===== config.mk =====
export PLATFORM = sky130hd
export DESIGN_NAME = rv_fetch_decode_pipe
export DESIGN_NICKNAME = d
export VERILOG_FILES = /design/src/rtl/rv_pkg.sv /design/src/rtl/rv_imm_gen.sv /design/src/rtl/rv_fetch_decode_pipe.sv
export SDC_FILE = /design/constraint.sdc
export NUM_CORES = 1
export LEC_CHECK = 0
export ABC_CLOCK_PERIOD_IN_PS = 4400
export CAP_MARGIN = 5
export CORE_UTILIZATION = 25
export CTS_BUF_LIST = sky130_fd_sc_hd__clkbuf_8
export DETAILED_ROUTE_END_ITERATION = 6
export PLACE_DENSITY = 0.5
export SLEW_MARGIN = 30
export SYNTH_ARGS = -nofsm -noshare
export SYNTH_HDL_FRONTEND = slang
export SYNTH_HIERARCHICAL = 1
export SYNTH_SLANG_ARGS = --single-unit

===== constraint.sdc =====
create_clock -name clk -period 4.4 [get_ports clk]
set_input_delay 0.66 -clock clk [delete_from_list [all_inputs] [get_ports clk]]
set_output_delay 0.66 -clock clk [all_outputs]
set_load 0.1 [all_outputs]

===== src/rtl/rv_pkg.sv =====
// rtl/rv_pkg.sv - shared RV32I opcode constants and immediate-format helpers
package rv_pkg;

  localparam logic [6:0] OP_IMM = 7'b0010011;
  localparam logic [6:0] LOAD   = 7'b0000011;
  localparam logic [6:0] JALR   = 7'b1100111;
  localparam logic [6:0] SYSTEM = 7'b1110011;
  localparam logic [6:0] STORE  = 7'b0100011;
  localparam logic [6:0] BRANCH = 7'b1100011;
  localparam logic [6:0] LUI    = 7'b0110111;
  localparam logic [6:0] AUIPC  = 7'b0010111;
  localparam logic [6:0] JAL    = 7'b1101111;

  // addi x0,x0,0 -- the canonical bubble
  localparam logic [31:0] NOP_INSN = 32'h0000_0013;

  typedef enum logic [2:0] {
    IMM_I,
    IMM_S,
    IMM_B,
    IMM_U,
    IMM_J,
    IMM_NONE
  } imm_fmt_e;

  // Map a major opcode onto the immediate layout it carries
  function automatic imm_fmt_e imm_fmt_of(input logic [6:0] opcode);
    imm_fmt_e fmt;
    case (opcode)
      OP_IMM, LOAD, JALR, SYSTEM: fmt = IMM_I;
      STORE:                      fmt = IMM_S;
      BRANCH:                     fmt = IMM_B;
      LUI, AUIPC:                 fmt = IMM_U;
      JAL:                        fmt = IMM_J;
      default:                    fmt = IMM_NONE;
    endcase
    return fmt;
  endfunction

endpackage


===== src/rtl/rv_imm_gen.sv =====
// rtl/rv_imm_gen.sv - combinational RV32I immediate extraction and sign extension
module rv_imm_gen #(
  parameter int unsigned XLEN = 32
) (
  input  logic [31:0]     ir_i,
  output logic [XLEN-1:0] imm_o
);
  import rv_pkg::*;

  imm_fmt_e           fmt;
  logic signed [31:0] imm32;

  assign fmt = imm_fmt_of(ir_i[6:0]);

  // Reassemble the scattered immediate bits; every format is signed from IR[31]
  always_comb begin
    imm32 = '0;
    case (fmt)
      IMM_I:   imm32 = {{20{ir_i[31]}}, ir_i[31:20]};
      IMM_S:   imm32 = {{20{ir_i[31]}}, ir_i[31:25], ir_i[11:7]};
      IMM_B:   imm32 = {{19{ir_i[31]}}, ir_i[31], ir_i[7], ir_i[30:25], ir_i[11:8], 1'b0};
      IMM_U:   imm32 = {ir_i[31:12], 12'h000};
      IMM_J:   imm32 = {{11{ir_i[31]}}, ir_i[31], ir_i[19:12], ir_i[20], ir_i[30:21], 1'b0};
      default: imm32 = '0;
    endcase
  end

  // Widen to XLEN keeping the sign (a no-op at XLEN=32)
  assign imm_o = XLEN'(imm32);

endmodule


===== src/rtl/rv_fetch_decode_pipe.sv =====
// rtl/rv_fetch_decode_pipe.sv - two-stage fetch/decode front end with stall, redirect and WB bypass
module rv_fetch_decode_pipe #(
  parameter int unsigned     XLEN     = 32,
  parameter logic [XLEN-1:0] RESET_PC = '0,
  parameter logic [31:0]     NOP_INSN = rv_pkg::NOP_INSN
) (
  input  logic            clk,
  input  logic            rst,
  output logic [XLEN-1:0] imem_addr,
  input  logic [31:0]     imem_rdata,
  input  logic            imem_valid,
  input  logic            redirect_valid,
  input  logic [XLEN-1:0] redirect_pc,
  input  logic            stall,
  output logic [4:0]      rf_rs1_addr,
  output logic [4:0]      rf_rs2_addr,
  input  logic [XLEN-1:0] rf_rd1,
  input  logic [XLEN-1:0] rf_rd2,
  input  logic            wb_we,
  input  logic [4:0]      wb_rd,
  input  logic [XLEN-1:0] wb_data,
  output logic            id_ex_valid,
  output logic [XLEN-1:0] id_ex_a,
  output logic [XLEN-1:0] id_ex_b,
  output logic [XLEN-1:0] id_ex_imm,
  output logic [XLEN-1:0] id_ex_pc,
  output logic [XLEN-1:0] id_ex_npc,
  output logic [31:0]     id_ex_ir,
  output logic [4:0]      id_ex_rd
);

  logic [XLEN-1:0] pc_q, pc_d, pc_plus4;

  logic            ifid_valid_q, ifid_valid_d;
  logic [31:0]     ifid_ir_q, ifid_ir_d;
  logic [XLEN-1:0] ifid_pc_q, ifid_pc_d;
  logic [XLEN-1:0] ifid_npc_q, ifid_npc_d;

  logic            idex_valid_q, idex_valid_d;
  logic [XLEN-1:0] idex_a_q, idex_a_d;
  logic [XLEN-1:0] idex_b_q, idex_b_d;
  logic [XLEN-1:0] idex_imm_q, idex_imm_d;
  logic [XLEN-1:0] idex_pc_q, idex_pc_d;
  logic [XLEN-1:0] idex_npc_q, idex_npc_d;
  logic [31:0]     idex_ir_q, idex_ir_d;
  logic [4:0]      idex_rd_q, idex_rd_d;

  logic [XLEN-1:0] dec_imm;
  logic [XLEN-1:0] op_a, op_b;
  logic [4:0]      rs1, rs2;
  logic            load_decode;

  assign pc_plus4 = pc_q + XLEN'(4);
  assign rs1      = ifid_ir_q[19:15];
  assign rs2      = ifid_ir_q[24:20];

  rv_imm_gen #(.XLEN(XLEN)) u_imm_gen (
    .ir_i  (ifid_ir_q),
    .imm_o (dec_imm)
  );

  // Operand read: x0 is hard zero, a matching write-back beats the register file
  always_comb begin
    op_a = rf_rd1;
    op_b = rf_rd2;
    if (rs1 == 5'd0)                         op_a = '0;
    else if (wb_we && wb_rd == rs1)          op_a = wb_data;
    if (rs2 == 5'd0)                         op_b = '0;
    else if (wb_we && wb_rd == rs2)          op_b = wb_data;
  end

  // PC and IF/ID next state: redirect beats stall beats fetch
  always_comb begin
    pc_d         = pc_q;
    ifid_valid_d = ifid_valid_q;
    ifid_ir_d    = ifid_ir_q;
    ifid_pc_d    = ifid_pc_q;
    ifid_npc_d   = ifid_npc_q;
    if (redirect_valid) begin
      pc_d         = redirect_pc & ~XLEN'(3);
      ifid_valid_d = 1'b0;
      ifid_ir_d    = NOP_INSN;
      ifid_pc_d    = '0;
      ifid_npc_d   = '0;
    end else if (stall) begin
      pc_d = pc_q;
    end else if (imem_valid) begin
      pc_d         = pc_plus4;
      ifid_valid_d = 1'b1;
      ifid_ir_d    = imem_rdata;
      ifid_pc_d    = pc_q;
      ifid_npc_d   = pc_plus4;
    end else begin
      ifid_valid_d = 1'b0;
      ifid_ir_d    = NOP_INSN;
      ifid_pc_d    = '0;
      ifid_npc_d   = '0;
    end
  end

  // ID/EX next state: decode a live IF/ID entry, otherwise insert a bubble
  assign load_decode = !redirect_valid && !stall && ifid_valid_q;

  always_comb begin
    idex_valid_d = 1'b0;
    idex_a_d     = '0;
    idex_b_d     = '0;
    idex_imm_d   = '0;
    idex_pc_d    = '0;
    idex_npc_d   = '0;
    idex_ir_d    = NOP_INSN;
    idex_rd_d    = '0;
    if (load_decode) begin
      idex_valid_d = 1'b1;
      idex_a_d     = op_a;
      idex_b_d     = op_b;
      idex_imm_d   = dec_imm;
      idex_pc_d    = ifid_pc_q;
      idex_npc_d   = ifid_npc_q;
      idex_ir_d    = ifid_ir_q;
      idex_rd_d    = ifid_ir_q[11:7];
    end
  end

  // Pipeline state; reset drops every in-flight instruction at once
  always_ff @(posedge clk or negedge rst) begin
    if (!rst) begin
      pc_q         <= RESET_PC;
      ifid_valid_q <= 1'b0;
      ifid_ir_q    <= NOP_INSN;
      ifid_pc_q    <= '0;
      ifid_npc_q   <= '0;
      idex_valid_q <= 1'b0;
      idex_a_q     <= '0;
      idex_b_q     <= '0;
      idex_imm_q   <= '0;
      idex_pc_q    <= '0;
      idex_npc_q   <= '0;
      idex_ir_q    <= NOP_INSN;
      idex_rd_q    <= '0;
    end else begin
      pc_q         <= pc_d;
      ifid_valid_q <= ifid_valid_d;
      ifid_ir_q    <= ifid_ir_d;
      ifid_pc_q    <= ifid_pc_d;
      ifid_npc_q   <= ifid_npc_d;
      idex_valid_q <= idex_valid_d;
      idex_a_q     <= idex_a_d;
      idex_b_q     <= idex_b_d;
      idex_imm_q   <= idex_imm_d;
      idex_pc_q    <= idex_pc_d;
      idex_npc_q   <= idex_npc_d;
      idex_ir_q    <= idex_ir_d;
      idex_rd_q    <= idex_rd_d;
    end
  end

  assign imem_addr   = pc_q;
  assign rf_rs1_addr = rs1;
  assign rf_rs2_addr = rs2;
  assign id_ex_valid = idex_valid_q;
  assign id_ex_a     = idex_a_q;
  assign id_ex_b     = idex_b_q;
  assign id_ex_imm   = idex_imm_q;
  assign id_ex_pc    = idex_pc_q;
  assign id_ex_npc   = idex_npc_q;
  assign id_ex_ir    = idex_ir_q;
  assign id_ex_rd    = idex_rd_q;

endmodule

==> results of run 1 <==
[final cells by class]
class,count,area share (%)
repair buffers,437,22.4
diodes,5,0.0662
inverters,8,0.159
flip-flops and latches,314,41.6
well taps,680,4.50
multi-input cells,784,25.2
clock inverters,29,0.787
clock buffers,73,5.31
[cells by family (layout without fill, tap and decap cells)]
family	after synthesis	in the layout	synth area share [%]
simple gates	442	442	18.7
flops	314	314	59.6
compound gates	305	305	14.7
buf+inv	134	547	4.59
xor+xnor	33	33	2.19
fa+ha+maj	1	1	0.0948
other cells	1	7	0.0284
mux	1	1	0.0759
[final timing paths]
check / from / to / depth (start not counted)
worst min-delay path: ifid_pc_q[29]$_DFFE_PN0P_ / ifid_pc_q[29]$_DFFE_PN0P_ / 2
worst max-delay path: imem_addr[13]$_DFFE_PN0P_ / imem_addr[13] / 1
max in group asynchronous: rst / id_ex_pc[29]$_DFF_PN0_ / 4
min in group asynchronous: rst / ifid_ir_q[24]$_DFFE_PN0P_ / 2
worst max register to register: imem_addr[2]$_DFFE_PN0P_ / imem_addr[28]$_DFFE_PN0P_ / 5
worst min register to register: ifid_pc_q[29]$_DFFE_PN0P_ / ifid_pc_q[29]$_DFFE_PN0P_ / 2
[registers in the layout (all words and copies together) (netlist names)]
signal        flops
id_ex_a          32
id_ex_b          32
id_ex_imm        32
ifid_ir_q        32
id_ex_npc        31
ifid_pc_q        31
id_ex_pc         30
ifid_npc_q       30
imem_addr        30
id_ex_ir         28
id_ex_rd          4
id_ex_valid       1
ifid_valid_q      1
[metrics by stage]
step,util [%],std cells
2_1_floorplan,-,1232
3_3_place_gp,34.5,2221
3_5_place_dp,34.3,2221
4_1_cts,36.5,2323
5_1_grt,36.6,2329
6_report,36.6,2330
[layout by cell type, fill, tap and decap left out, types with 12 or more instances in the layout]
master | netlist | routed
sky130_fd_sc_hd__a22o_1 | 54 | 54
sky130_fd_sc_hd__clkbuf_8 | 0 | 73
sky130_fd_sc_hd__o21ai_0 | 96 | 96
sky130_fd_sc_hd__buf_4 | 21 | 27
sky130_fd_sc_hd__xnor2_1 | 25 | 25
sky130_fd_sc_hd__o211ai_1 | 12 | 12
sky130_fd_sc_hd__and2_1 | 134 | 134
sky130_fd_sc_hd__nand3_1 | 101 | 101
sky130_fd_sc_hd__inv_1 | 8 | 32
sky130_fd_sc_hd__a31oi_1 | 12 | 12
sky130_fd_sc_hd__or4_1 | 22 | 22
sky130_fd_sc_hd__buf_2 | 13 | 26
sky130_fd_sc_hd__nor2_1 | 27 | 26
sky130_fd_sc_hd__nand2_1 | 76 | 75
sky130_fd_sc_hd__clkdlybuf4s50_1 | 0 | 378
sky130_fd_sc_hd__nand4_1 | 19 | 19
sky130_fd_sc_hd__a21o_1 | 20 | 20
sky130_fd_sc_hd__a21oi_1 | 74 | 73
sky130_fd_sc_hd__dfrtp_1 | 308 | 308
[metal layers]
layer  up-vias  GRT usage [%]
met4         2           5.80
met2       444           29.2
met5         -              0
met1      5520           21.7
li1       5076              -
met3        59           5.83
[where the power goes]
| group | switching (mW) | total [mW] | internal [mW] | leakage [nW] |
|---|---|---|---|---|
| clock | 1.24 | 2.77 | 1.54 | 0.687 |
| combinational | 0.625 | 0.938 | 0.314 | 3.34 |
| sequential | 0.123 | 3.09 | 2.96 | 4.26 |
| total | 1.98 | 6.80 | 4.81 | 8.29 |
==> metrics.md, run 1 <==
| Metric | Value |
|---|---|
| Met2 routed WL | 23,300 µm |
| Worst hold slack | between 0.4 and 0.5 ns |
| Clk root buf | sky130_fd_sc_hd__clkbuf_8 |
| Number of remaining DRC errors | 0 |
| Kind of critical path | register to primary output |
| Mean number of vias per cell | 4.76 |
| Final setup violating endpoints | 0 |
| Shortest period the worst path allows | about 3.2 ns |
| Count of clock tree sinks | approximately 310 |
| Remaining global-route overflow | 0 |
| CP max FO | 9 |
| Total via count after detailed routing | 11,100 |
| Reg area | 0.00787 mm² |
| Cell class contributing the biggest share of worst-path delay | buffers and inverters |
| Transition time at the pin with the least slew margin | 1.03 ns |
| Share of flip-flops with an asynchronous set or reset | 100% |
| EDFF count, synth | 0 |
| Number of cell rows | 83 |
| DR WL met3 | 4310 µm |
| Highest Clock Rate | roughly 310 MHz |
| Number of distinct library cell variants in the gate-level netlist after synthesis | 60 |
| Synthesized cell area | 0.0132 mm² |
| Worst slack, placed | 1.42 ns |
| Number of levels in the clock H-tree | 2 |
| Area occupied by multi-input gates | 0.00477 mm² |
| Number of fillers in the final layout | 5,180 |
| Cell taking the most area after synthesis | sky130_fd_sc_hd__dfrtp_1 |
| Final-stage net count | between 1,500 and 2,000 |
| Total of flip-flops plus latches after synthesis | 314 |
| Aggregate global-route resource usage | between 10% and 20% |
| Most area-consuming cells after synthesis | sky130_fd_sc_hd__dfrtp_1 (58%), sky130_fd_sc_hd__and2_1 (6.4%), sky130_fd_sc_hd__nand3_1 (3.8%) |
| First-pass GRT wire length | 72,900 µm |
| Worst hold-check path type | register to register |
| Share of the cycle needed by the critical path after routing | 72.6% |
| Rel. slew slack | 31.1% |
| Standard cell core area | 0.0517 mm² |
| Highest routing layer actually used | met5 |
| Area growth, synth to finish | 43.4% |
| Number of pins with negative max-slew slack in the final report | 0 |
| Deepest clock path buffer count | 3 |
| Syn Inst Count | 1,231 |
| Overall die area | between 0.05 and 0.06 mm² |
| Latest clock arrival within the worst-skew pair | 0.63 ns |
| Maximum number of pins on one net before global-route repair | between 100 and 150 |
| Setup clock skew after layout | 0.0161 ns |
| Power per cell area | around 360 mW/mm² |
| Syn_area_per_cell | 10.7 µm² |
| CTS Buf Count | 57 |
| Postcts setup bufs | 0 |
| Cell types with the highest counts after synthesis | sky130_fd_sc_hd__dfrtp_1 (308), sky130_fd_sc_hd__and2_1 (134), sky130_fd_sc_hd__nand3_1 (101) |
| Leakage power of the design | 8.29 nW |
| Resized Gates After CTS | 0 |
| Max-cap check violation count | 0 |
| Clock input transition at the sequential cells of the worst setup and hold paths | roughly 0.060 ns |
| Count of nets left with antenna violations after detail routing | 0 |
| Synthesis warning total | 6 |
| Fraction of layout cells with a size suffix above 1 | about a tenth |
| First-pass iteration count of the detailed router | 5 |
| Sum of negative setup slack | 0 ns |
| Port buffer count | 406 |
| Final Power | 6.80 mW |
| Endpoint arrival time on the critical path | 2.53 ns |
| Slack of the critical path | 1.21 ns |
| Iter 0 DRT Violations | 627 |
| Number of global-route vias before repair | 11,500 |
| Area post-placement | about 0.018 mm² |
| Detailed Route WL | 48,100 µm |
| Required @ worst endpoint | 3.74 ns |
| Routed len/inst | 20.7 µm |
| Sequential area share after synthesis | around three fifths |
| Area share of the leading cell type in the synthesized netlist | a little under 60% |
| Antenna violations before repair | 7 |
| Summed area of non-filler cells in the final layout | ~0.019 mm² |
| Buffers and inverters on the worst path | 1 |
| Kind of launch point of the worst setup path | register |
| Overall die width | approximately 230 µm |
| Length of routed wiring on met1 | 19,600 µm |
| Post-DP HPWL | 33,300 µm |
| Endpoint class of the critical path | primary output |
| Number of hold-repair buffers added at the cts stage | 0 |
| Primary FF master, synth | sky130_fd_sc_hd__dfrtp_1 |
| I/O pin count | just over 400 |
| Vertical die dimension | 232 µm |
| Most frequent cell after synthesis | sky130_fd_sc_hd__dfrtp_1 |
| Effective utilization at floorplan | 25.5% |
| Last weighted congestion value of the routability-driven placer | 0.872 |
| Fin. Hold Viols | 0 |
| Slowest cell on the critical path | sky130_fd_sc_hd__clkdlybuf4s50_1 |
| Outcome | finished, final reports clean |
| Setup slack of the most critical reg-to-reg path | 1.77 ns |
| Setup repair after global routing missed its margin | false |
| Clock tree from TritonCTS | built |
| Maximum vdd drop | 0.000197 V |
| Crit-path cells | clkdlybuf4s50_1 |
| Maximum single-stage delay on the critical path | 1.27 ns |
Note: power is estimated with default switching activity, not from simulation.
==> run 2: changes to the inputs <==
--- a/config.mk
+++ b/config.mk
@@ -5,12 +5,12 @@
 export SDC_FILE = /design/constraint.sdc
 export NUM_CORES = 1
 export LEC_CHECK = 0
-export ABC_CLOCK_PERIOD_IN_PS = 4400
+export ABC_CLOCK_PERIOD_IN_PS = 2750
 export CAP_MARGIN = 5
 export CORE_UTILIZATION = 25
 export CTS_BUF_LIST = sky130_fd_sc_hd__clkbuf_8
 export DETAILED_ROUTE_END_ITERATION = 6
-export PLACE_DENSITY = 0.5
+export PLACE_DENSITY = 0.52
 export SLEW_MARGIN = 30
 export SYNTH_ARGS = -nofsm -noshare
 export SYNTH_HDL_FRONTEND = slang
==> constraint.sdc (replaced) <==
create_clock -name clk -period 2.75 [get_ports clk]
set_input_delay 0.4125 -clock clk [delete_from_list [all_inputs] [get_ports clk]]
set_output_delay 0.4125 -clock clk [all_outputs]
set_load 0.1 [all_outputs]
==> metrics.md, run 2 (synthesis results as in run 1) <==
| Metric | Value |
|---|---|
| Detailed Route WL | 50,100 µm |
| Postcts setup bufs | 0 |
| Resized Gates After CTS | 0 |
| Standard cell core area | 0.0517 mm² |
| Number of cells on the worst hold path | 3 |
| Routed len/inst | 21.3 µm |
| Total via count after detailed routing | 11,500 |
| Fin. Hold Viols | 0 |
| Vertical die dimension | around 230 µm |
| Iter 0 DRT Violations | a little over 900 |
| Final-stage net count | 1,799 |
| Length in cells of the worst reg-to-reg path | 5 |
| Area occupied by multi-input gates | between 0.004 and 0.005 mm² |
| Clk root buf | sky130_fd_sc_hd__clkbuf_8 |
| Setup clock skew after layout | 0.0325 ns |
| Last weighted congestion value of the routability-driven placer | ~0.98 |
| Count of nets left with antenna violations after detail routing | 0 |
| Endpoint class of the critical path | register |
| Endpoint arrival time on the critical path | 2.95 ns |
| Shortest period the worst path allows | roughly 2.4 ns |
| Latest clock arrival within the worst-skew pair | 0.64 ns |
| Commonest non-fill, non-tap cells in the layout | sky130_fd_sc_hd__dfrtp_1 (302), sky130_fd_sc_hd__buf_4 (283), sky130_fd_sc_hd__clkdlybuf4s50_1 (167), sky130_fd_sc_hd__and2_1 (134), sky130_fd_sc_hd__nand3_1 (101) |
| Reg area | 0.00787 mm² |
| Final Power | 10.6 mW |
| Number of fillers in the final layout | ~5,200 |
| Aggregate global-route resource usage | 18.2% |
| Fraction of layout cells with a size suffix above 1 | 24.1% |
| Kind of launch point of the worst setup path | register |
| Hold Startpoint | redirect_pc[10] |
| Outcome | finished, final reports clean |
| Rel. slew slack | 50.9% |
| Remaining global-route overflow | 0 |
| First-pass iteration count of the detailed router | 7 |
| Launching element of the worst setup path | imem_addr[2]$_DFFE_PN0P_ |
| Required @ worst endpoint | 3.30 ns |
| Mean number of vias per cell | 4.87 |
| Worst hold slack | around 0.33 ns |
| Kind of critical path | register to register |
| Overall die area | 0.0537 mm² |
| Layout Utilization | 36.0% |
| Number of hold-repair buffers added at the cts stage | 1 |
| First-pass GRT wire length | roughly 74,000 µm |
| Setup repair after global routing missed its margin | false |
| Area growth, synth to finish | 41.2% |
| Max-cap check violation count | 0 |
| Port buffer count | 406 |
| Transition time at the pin with the least slew margin | between 0.7 and 0.8 ns |
| Number of levels in the clock H-tree | 2 |
| Clock input transition at the sequential cells of the worst setup and hold paths | 0.06 ns |
| Most frequent standard cell in the layout excluding fill and tap cells | sky130_fd_sc_hd__dfrtp_1 |
| Startpoint of the worst-slack reg-to-reg timing path | imem_addr[2]$_DFFE_PN0P_ |
| Post-DP HPWL | 35,400 µm |
| Sum of negative setup slack | 0 ns |
| Number of cell rows | 83 |
| Maximum vdd drop | 0.000344 V |
| CTS Buf Count | 56 |
| Leakage power of the design | 8.78 nW |
| Deepest clock path buffer count | 3 |
| Worst hold-check path type | input port to register |
| Maximum number of pins on one net before global-route repair | slightly below 70 |
| I/O pin count | between 400 and 500 |
| Number of remaining DRC errors | 0 |
| Clock tree from TritonCTS | built |
| Overall die width | 232 µm |
| Power per cell area | 570 mW/mm² |
| Number of pins with negative max-slew slack in the final report | 0 |
| Share of the cycle needed by the critical path after routing | 87.4% |
| Antenna violations before repair | 11 |
| Highest Clock Rate | ~420 MHz |
| Number of global-route vias before repair | 11,600 |
| CP max FO | 20 |
| Count of clock tree sinks | 314 |
| Effective utilization at floorplan | 25.5% |
| Final setup violating endpoints | 0 |
-- run 2: cell count changes in the layout (fill, tap and decap cells not counted), moves of 7 or more --
| cell | delta |
|---|---|
| sky130_fd_sc_hd__buf_2 | -26 |
| sky130_fd_sc_hd__clkdlybuf4s50_1 | -211 |
| sky130_fd_sc_hd__buf_12 | +8 |
| sky130_fd_sc_hd__buf_4 | +256 |
| sky130_fd_sc_hd__clkbuf_8 | -7 |
| sky130_fd_sc_hd__clkinv_2 | +7 |
-- run 2: path summary, 6_finish.rpt --
| kind | to | slack, ns |
|---|---|---|
| setup / recovery | imem_addr[28]$_DFFE_PN0P_ | 0.35 |
| hold / removal | imem_addr[10]$_DFFE_PN0P_ | 0.33 |
| setup reg to reg | imem_addr[28]$_DFFE_PN0P_ | 0.35 |
| hold reg to reg | ifid_pc_q[29]$_DFFE_PN0P_ | 0.46 |
| max in group asynchronous | id_ex_pc[18]$_DFF_PN0_ | 1.53 |
| min in group asynchronous | id_ex_imm[2]$_DFF_PN0_ | 0.38 |
-- run 2: critical path, stage by stage (launching register included) --
cell and delay, ns:
sky130_fd_sc_hd__dfrtp_2 0.47, sky130_fd_sc_hd__ha_1 0.26, sky130_fd_sc_hd__nand3_1 0.16, sky130_fd_sc_hd__or4_4 0.67, sky130_fd_sc_hd__or4_1 0.55, sky130_fd_sc_hd__a31oi_1 0.18
-- run 2: layout make-up --
cell class / instances / share of cell area, %
sequential: 314 / 42.3
multi-input combinational: 784 / 25.5
timing repair buffer: 463 / 21.7
clock buffer: 66 / 4.88
tap: 680 / 4.57
clock inverter: 34 / 0.779
inverter: 8 / 0.161
antenna: 7 / 0.0941
-- run 2: report_power, final --
group	switching [mW]	total, mW	internal [mW]
sequential	0.150	4.89	4.74
clock	1.98	4.14	2.17
combinational	1.06	1.59	0.525
-- run 2: routing by layer --
metal / wire [µm] / track usage, %
met1: 20400 / 22.9
met2: 23900 / 29.5
met3: 4150 / 4.49
met4: 1660 / 7.85
met5: 0 / 0
-- run 2: stage by stage --
stage | instance area, µm² | cells | setup WS (ns)
2_1_floorplan | 13200 | 1232 | 0.00583
3_3_place_gp | 17500 | 2248 | 0.338
3_5_place_dp | 17500 | 2248 | 0.272
4_1_cts | 18600 | 2349 | 0.330
5_1_grt | 18600 | 2356 | 0.183
6_report | 18600 | 2356 | 0.346
